==> src/rtl/mat_pkg.sv <==
// Shared definitions for the matrix-multiply datapath: default dimensions and the
// drain-stage state encoding.
package mat_pkg;

    localparam int unsigned MATSIZE_DEF    = 16;
    localparam int unsigned DATA_W_DEF     = 32;
    localparam int unsigned ADDR_W_DEF     = 4;
    localparam int unsigned FIFO_DEPTH_DEF = 4;

    typedef enum logic [1:0] {
        IDLE,
        READ,
        DRAIN
    } rso_state_t;

    // Width of a counter that must be able to hold the value n without wrapping.
    function automatic int unsigned cnt_w(input int unsigned n);
        return $clog2(n + 1);
    endfunction

endpackage

==> src/rtl/result_fifo.sv <==
// Synchronous first-word-fall-through FIFO; data_o always shows the head entry.
// DEPTH must be a power of two so the pointers wrap naturally.
module result_fifo #(
    parameter int unsigned DEPTH = 4,
    parameter int unsigned WIDTH = 32
) (
    input  logic                       clk_i,
    input  logic                       rst_i,
    input  logic                       push_i,
    input  logic [WIDTH-1:0]           data_i,
    input  logic                       pop_i,
    output logic [WIDTH-1:0]           data_o,
    output logic                       full_o,
    output logic                       empty_o,
    output logic [$clog2(DEPTH+1)-1:0] count_o
);

    localparam int unsigned PtrW = $clog2(DEPTH);
    localparam int unsigned CntW = $clog2(DEPTH + 1);

    logic [WIDTH-1:0] mem_q [DEPTH];
    logic [PtrW-1:0]  wr_ptr_q, wr_ptr_d;
    logic [PtrW-1:0]  rd_ptr_q, rd_ptr_d;
    logic [CntW-1:0]  count_q, count_d;
    logic             do_push, do_pop;

    assign full_o  = (count_q == CntW'(DEPTH));
    assign empty_o = (count_q == '0);
    assign count_o = count_q;
    assign data_o  = mem_q[rd_ptr_q];

    assign do_push = push_i & ~full_o;
    assign do_pop  = pop_i & ~empty_o;

    always_comb begin
        wr_ptr_d = wr_ptr_q + PtrW'(do_push);
        rd_ptr_d = rd_ptr_q + PtrW'(do_pop);
        count_d  = count_q;
        unique case ({do_push, do_pop})
            2'b10:   count_d = count_q + 1'b1;
            2'b01:   count_d = count_q - 1'b1;
            default: count_d = count_q;
        endcase
    end

    always_ff @(posedge clk_i or posedge rst_i) begin
        if (rst_i) begin
            wr_ptr_q <= '0;
            rd_ptr_q <= '0;
            count_q  <= '0;
        end else begin
            wr_ptr_q <= wr_ptr_d;
            rd_ptr_q <= rd_ptr_d;
            count_q  <= count_d;
        end
    end

    // Storage carries no reset; the pointers and count define what is valid.
    always_ff @(posedge clk_i) begin
        if (do_push) begin
            mem_q[wr_ptr_q] <= data_i;
        end
    end

endmodule

==> src/rtl/result_stream_out.sv <==
// Drains MATSIZE result words from the output BRAM into an AXI4-Stream packet.
// Optional feature: define RESULT_STREAM_CNT_EN to add the pkt_count_o completed-packet counter.
module result_stream_out
    import mat_pkg::*;
#(
    parameter int unsigned MATSIZE    = MATSIZE_DEF,
    parameter int unsigned DATA_W     = DATA_W_DEF,
    parameter int unsigned ADDR_W     = ADDR_W_DEF,
    parameter int unsigned FIFO_DEPTH = FIFO_DEPTH_DEF
) (
    input  logic              clk_i,
    input  logic              rst_i,
    input  logic              data_ready_i,
    output logic              rd_en_o,
    output logic [ADDR_W-1:0] rd_addr_o,
    input  logic [DATA_W-1:0] rd_data_i,
    output logic [DATA_W-1:0] m_axis_tdata_o,
    output logic              m_axis_tvalid_o,
    input  logic              m_axis_tready_i,
    output logic              m_axis_tlast_o,
    output logic              busy_o,
    output logic              done_o,
    output logic              overrun_o
`ifdef RESULT_STREAM_CNT_EN
    ,
    output logic [15:0]       pkt_count_o
`endif
);

    localparam int unsigned     CntW     = cnt_w(MATSIZE);
    localparam int unsigned     FcW      = $clog2(FIFO_DEPTH + 1);
    localparam logic [CntW-1:0] LastIdx  = CntW'(MATSIZE - 1);
    localparam logic [FcW:0]    DepthLim = (FcW + 1)'(FIFO_DEPTH);

    rso_state_t      state_q, state_d;
    logic [CntW-1:0] issue_cnt_q, issue_cnt_d;
    logic [CntW-1:0] emit_cnt_q, emit_cnt_d;
    logic            inflight_q;
    logic            done_q, done_d;
    logic            overrun_q, overrun_d;

    logic              fifo_full, fifo_empty;
    logic [FcW-1:0]    fifo_count;
    logic [DATA_W-1:0] fifo_head;

    logic start, room, issue, tvalid, hs, last_hs, busy;

    result_fifo #(
        .DEPTH (FIFO_DEPTH),
        .WIDTH (DATA_W)
    ) u_fifo (
        .clk_i   (clk_i),
        .rst_i   (rst_i),
        .push_i  (inflight_q),
        .data_i  (rd_data_i),
        .pop_i   (hs),
        .data_o  (fifo_head),
        .full_o  (fifo_full),
        .empty_o (fifo_empty),
        .count_o (fifo_count)
    );

    assign busy    = (state_q != IDLE);
    assign tvalid  = ~fifo_empty;
    assign hs      = tvalid & m_axis_tready_i;
    assign last_hs = hs && (emit_cnt_q == LastIdx);
    // A start landing on the done cycle is refused so done never overlaps a new packet.
    assign start   = data_ready_i && (state_q == IDLE) && !done_q;
    // The in-flight read already owns a FIFO slot, so it counts against the space.
    assign room    = (({1'b0, fifo_count} + {{FcW{1'b0}}, inflight_q}) < DepthLim) && !fifo_full;
    assign issue   = (state_q == READ) && room;

    always_ff @(posedge clk_i or posedge rst_i) begin
        if (rst_i) begin
            state_q <= IDLE;
        end else begin
            state_q <= state_d;
        end
    end

    always_comb begin
        state_d = state_q;
        unique case (state_q)
            IDLE:    if (start) state_d = READ;
            READ:    if (issue && (issue_cnt_q == LastIdx)) state_d = DRAIN;
            DRAIN:   if (last_hs) state_d = IDLE;
            default: state_d = IDLE;
        endcase
    end

    always_comb begin
        issue_cnt_d = issue_cnt_q;
        emit_cnt_d  = emit_cnt_q;
        if (start) begin
            issue_cnt_d = '0;
            emit_cnt_d  = '0;
        end else begin
            if (issue) issue_cnt_d = issue_cnt_q + 1'b1;
            if (hs)    emit_cnt_d  = emit_cnt_q + 1'b1;
        end
        done_d    = last_hs;
        overrun_d = overrun_q | (data_ready_i & (busy | done_q));
    end

    always_ff @(posedge clk_i or posedge rst_i) begin
        if (rst_i) begin
            issue_cnt_q <= '0;
            emit_cnt_q  <= '0;
            inflight_q  <= 1'b0;
            done_q      <= 1'b0;
            overrun_q   <= 1'b0;
        end else begin
            issue_cnt_q <= issue_cnt_d;
            emit_cnt_q  <= emit_cnt_d;
            inflight_q  <= issue;
            done_q      <= done_d;
            overrun_q   <= overrun_d;
        end
    end

    always_comb begin
        rd_en_o         = issue;
        rd_addr_o       = ADDR_W'(issue_cnt_q);
        m_axis_tvalid_o = tvalid;
        m_axis_tdata_o  = tvalid ? fifo_head : '0;
        m_axis_tlast_o  = tvalid && (emit_cnt_q == LastIdx);
        busy_o          = busy;
        done_o          = done_q;
        overrun_o       = overrun_q;
    end

`ifdef RESULT_STREAM_CNT_EN
    logic [15:0] pkt_cnt_q;

    always_ff @(posedge clk_i or posedge rst_i) begin
        if (rst_i) begin
            pkt_cnt_q <= '0;
        end else if (done_q) begin
            pkt_cnt_q <= pkt_cnt_q + 16'd1;
        end
    end

    assign pkt_count_o = pkt_cnt_q;
`else
    // Packet counter not built.
`endif

endmodule
==> config.mk <==
export PLATFORM = sky130hd
export DESIGN_NAME = result_stream_out
export DESIGN_NICKNAME = d
export VERILOG_FILES = /design/src/rtl/mat_pkg.sv /design/src/rtl/result_fifo.sv /design/src/rtl/result_stream_out.sv
export SDC_FILE = /design/constraint.sdc
export NUM_CORES = 1
export LEC_CHECK = 0
export CORE_MARGIN = 4
export CORE_UTILIZATION = 35
export CTS_CLUSTER_DIAMETER = 120
export DETAILED_ROUTE_END_ITERATION = 8
export SLEW_MARGIN = 20
export SYNTH_ARGS = -nofsm -noshare
export SYNTH_HDL_FRONTEND = slang
export SYNTH_SLANG_ARGS = --single-unit
==> constraint.sdc <==
create_clock -name clk_i -period 3.65 [get_ports clk_i]
set_input_delay 0.9125 -clock clk_i [delete_from_list [all_inputs] [get_ports clk_i]]
set_output_delay 0.9125 -clock clk_i [all_outputs]
set_load 0.01 [all_outputs]
==> run summary <==
clk sink count: 150
relative slew slack: 39.2%
CP required: 2.74 ns
Worst-path clk slew: 0.06 ns
H-tree levels: 4
fmax: 292 MHz
final WL: 11.4 mm
worst hold path type: reg -> reg
Pwr Density: 893 nW/µm²
Synth Flop Type: edfxtp_1
die area: 19200 µm²
Critical-path top delay cell: or3_1
largest net degree at the start of global routing: 34
setup TNS: 0 ns
r2r startpoint: u_fifo.count_o[2]$_DFFE_PP0P_
Hold Crit Depth: 1
vias in the first global route: 3320
most common cell after layout, fill and taps aside: edfxtp_1
Setup crit end kind: output pin
crit path kind: reg -> out
vias: 3031
Unique masters post-synth: 35
Max stage delay on crit path: 0.63 ns
Max VDD drop: 0.000366 V
filler cell count: 1419
post-detail-place hpwl: 7.15 mm
clk buf depth: 2
#FFs+latches synth: 150
fin crit share: 93.8%
Core Area: 16600 µm²
DRT iter0 DRCs: 181
Reg area: 4400 µm²
row cnt: 47
R2R setup slack: 1.38 ns
most frequent cells in the layout: edfxtp_1 (128), clkdlybuf4s50_1 (77), and2_1 (33)
Finish-stage setup viols: 0
CP max FO: 23
P&R area growth vs syn: 28.0%
Antenna Nets Post-Route: 0
layout cells sized above 1: 19.3%
first-pass GRT wire length: 18.3 mm
RSZ-0062 raised after global routing: no
LEAKAGE: 2.65 nW
reg-to-reg endpoint: u_fifo.mem_q[2][0]$_DFFE_PP_
Slew @ Worst Pin: 0.913 ns
R2R depth: 4
Vias/cell: 4.82
Worst path top cell family by delay: simple AND/OR/NAND/NOR gates
PortBufs: 77
max cap viols: 0
Hold Violations, Final: 0
Cell Chain, Critical Path: or3_1, buf_4, and2_1, clkdlybuf4s50_1
Synth warnings: 0
Post-CTS Hold Buffers: 0
GR Util All Layers: 12.5%
CP arrival: 2.51 ns
multi-input logic area: 1440 µm²
CP bufs+invs: 2
TritonCTS clock tree: built
max-slew violations: 0
Setup Skew: 0.0164 ns
Layout Nets: 440
initial antenna violation count: 1
Die Wd: 139 µm
post-place instance area: 7000 µm²
die height: 139 µm
Seq/Total Area, Yosys: 73.7%
Hold Crit Start: overrun_o$_DFF_PP0_
async set-reset flop share out of synthesis: 14.7%
CTS resizes: 0
status: finished, final reports clean
Worst Hold End: overrun_o$_DFF_PP0_
min Tclk post-route: 3.42 ns
Final Hold Slack: 0.465 ns
clk_lat worst skew: 0.42 ns
Worst Setup Start Kind: flop
DR pass1 iterations: 4
GRT overflow: 0
top-level I/O count: 78
DRC Markers: 0
clk root buf: clkbuf_16
postcts setup bufs: 0
design area: 7630 µm²
Post-synth EDFFs: 128
Syn Inst Count: 309
syn_nets: 353
syn_area_per_cell: 19.3 µm²
Initial Utilization: 35.8%
number of diodes: 0
GP Congestion: 0.694
DR WL/cell: 18.1 µm
Syn Std Cell Area: 5960 µm²
cts bufs inserted: 17
[Yosys cell counts (2+ instances only)]
cell type / count / share of area (%)
edfxtp_1: 128 / 64
and2_1: 33 / 3.5
mux4_2: 32 / 12
dfrtp_1: 22 / 9.2
inv_1: 11 / 0.69
buf_4: 7 / 0.88
ha_1: 7 / 1.5
clkbuf_1: 6 / 0.38
nand3_1: 6 / 0.50
a21oi_1: 5 / 0.42
and3_1: 5 / 0.52
xor2_1: 5 / 0.73
nor2_1: 4 / 0.25
buf_2: 3 / 0.25
mux2i_1: 3 / 0.50
nand2_1: 3 / 0.19
nor3_1: 3 / 0.25
nor3b_1: 3 / 0.38
o21ai_0: 3 / 0.25
or3_1: 3 / 0.31
o31ai_1: 2 / 0.25
xnor2_1: 2 / 0.29
[where the power goes]
part           switching, mW  leakage [nW]  internal, mW
Combinational           1.02         0.916          1.32
Sequential             0.282          1.43          2.33
Clock                  0.655         0.307          1.20
Total                   1.96          2.65          4.86
[per-layer routing]
layer,track usage (%),vias to the layer above,part of all wire (%)
met4,3.59,2,1.1
met1,15.3,1563,44
met5,0,-,0.11
met3,5.11,13,5.0
met2,20.7,67,50
li1,-,1386,-
[registers in the layout, summed over array words and instances, names as in the netlist]
| register | count |
|---|---|
| u_fifo.mem_q | 128 |
| emit_cnt_q | 5 |
| issue_cnt_q | 5 |
| u_fifo.count_o | 3 |
| state_q | 2 |
| u_fifo.rd_ptr_q | 2 |
| u_fifo.wr_ptr_q | 2 |
| done_o | 1 |
| inflight_q | 1 |
| overrun_o | 1 |
[stage by stage]
stage | power (mW) | std cells | utilization, % | setup WS [ns]
floorplan | 3.97 | 309 | - | 0.176
global placement | 5.01 | 597 | 42.0 | 0.638
detailed placement | 5.05 | 597 | 42.0 | 0.637
CTS | 6.93 | 629 | 45.9 | 0.175
global route | 7.19 | 629 | 45.9 | 0.0885
finish | 6.82 | 629 | 45.9 | 0.227
[worst max path at each step]
stage	depth (start not counted)	endpoint	startpoint	slack, ns
2_1_floorplan	3	u_fifo.mem_q[1][0]$_DFFE_PP_	u_fifo.count_o[2]$_DFFE_PP0P_	0.18
3_3_place_gp	4	m_axis_tdata_o[9]	u_fifo.rd_ptr_q[0]$_DFF_PP0_	0.64
3_5_place_dp	9	u_fifo.count_o[2]$_DFFE_PP0P_	m_axis_tready_i	0.64
4_1_cts	4	m_axis_tdata_o[3]	u_fifo.rd_ptr_q[0]$_DFF_PP0_	0.17
5_1_grt	4	m_axis_tdata_o[8]	u_fifo.rd_ptr_q[0]$_DFF_PP0_	0.09
6_report	4	m_axis_tdata_o[17]	u_fifo.count_o[0]$_DFFE_PP0P_	0.23
[final cells by class]
cell class                 count  area share [%]
sequential                   150            57.6
multi-input combinational    131            18.9
timing repair buffer          85            11.0
clock buffer                  17            5.57
tap                          220            3.61
clock inverter                15            2.74
inverter                      11           0.541
[kinds of logic after synthesis]
group / synth area share, %
and+or+nand+nor: 6.65
muxes: 12.6
DFF: 73.7
buffers and inverters: 2.39
AOI/OAI and AO/OA: 1.83
adders and majority gates: 1.80
xor gates and xnor gates: 1.03
Note: power is estimated with default switching activity, not from simulation.
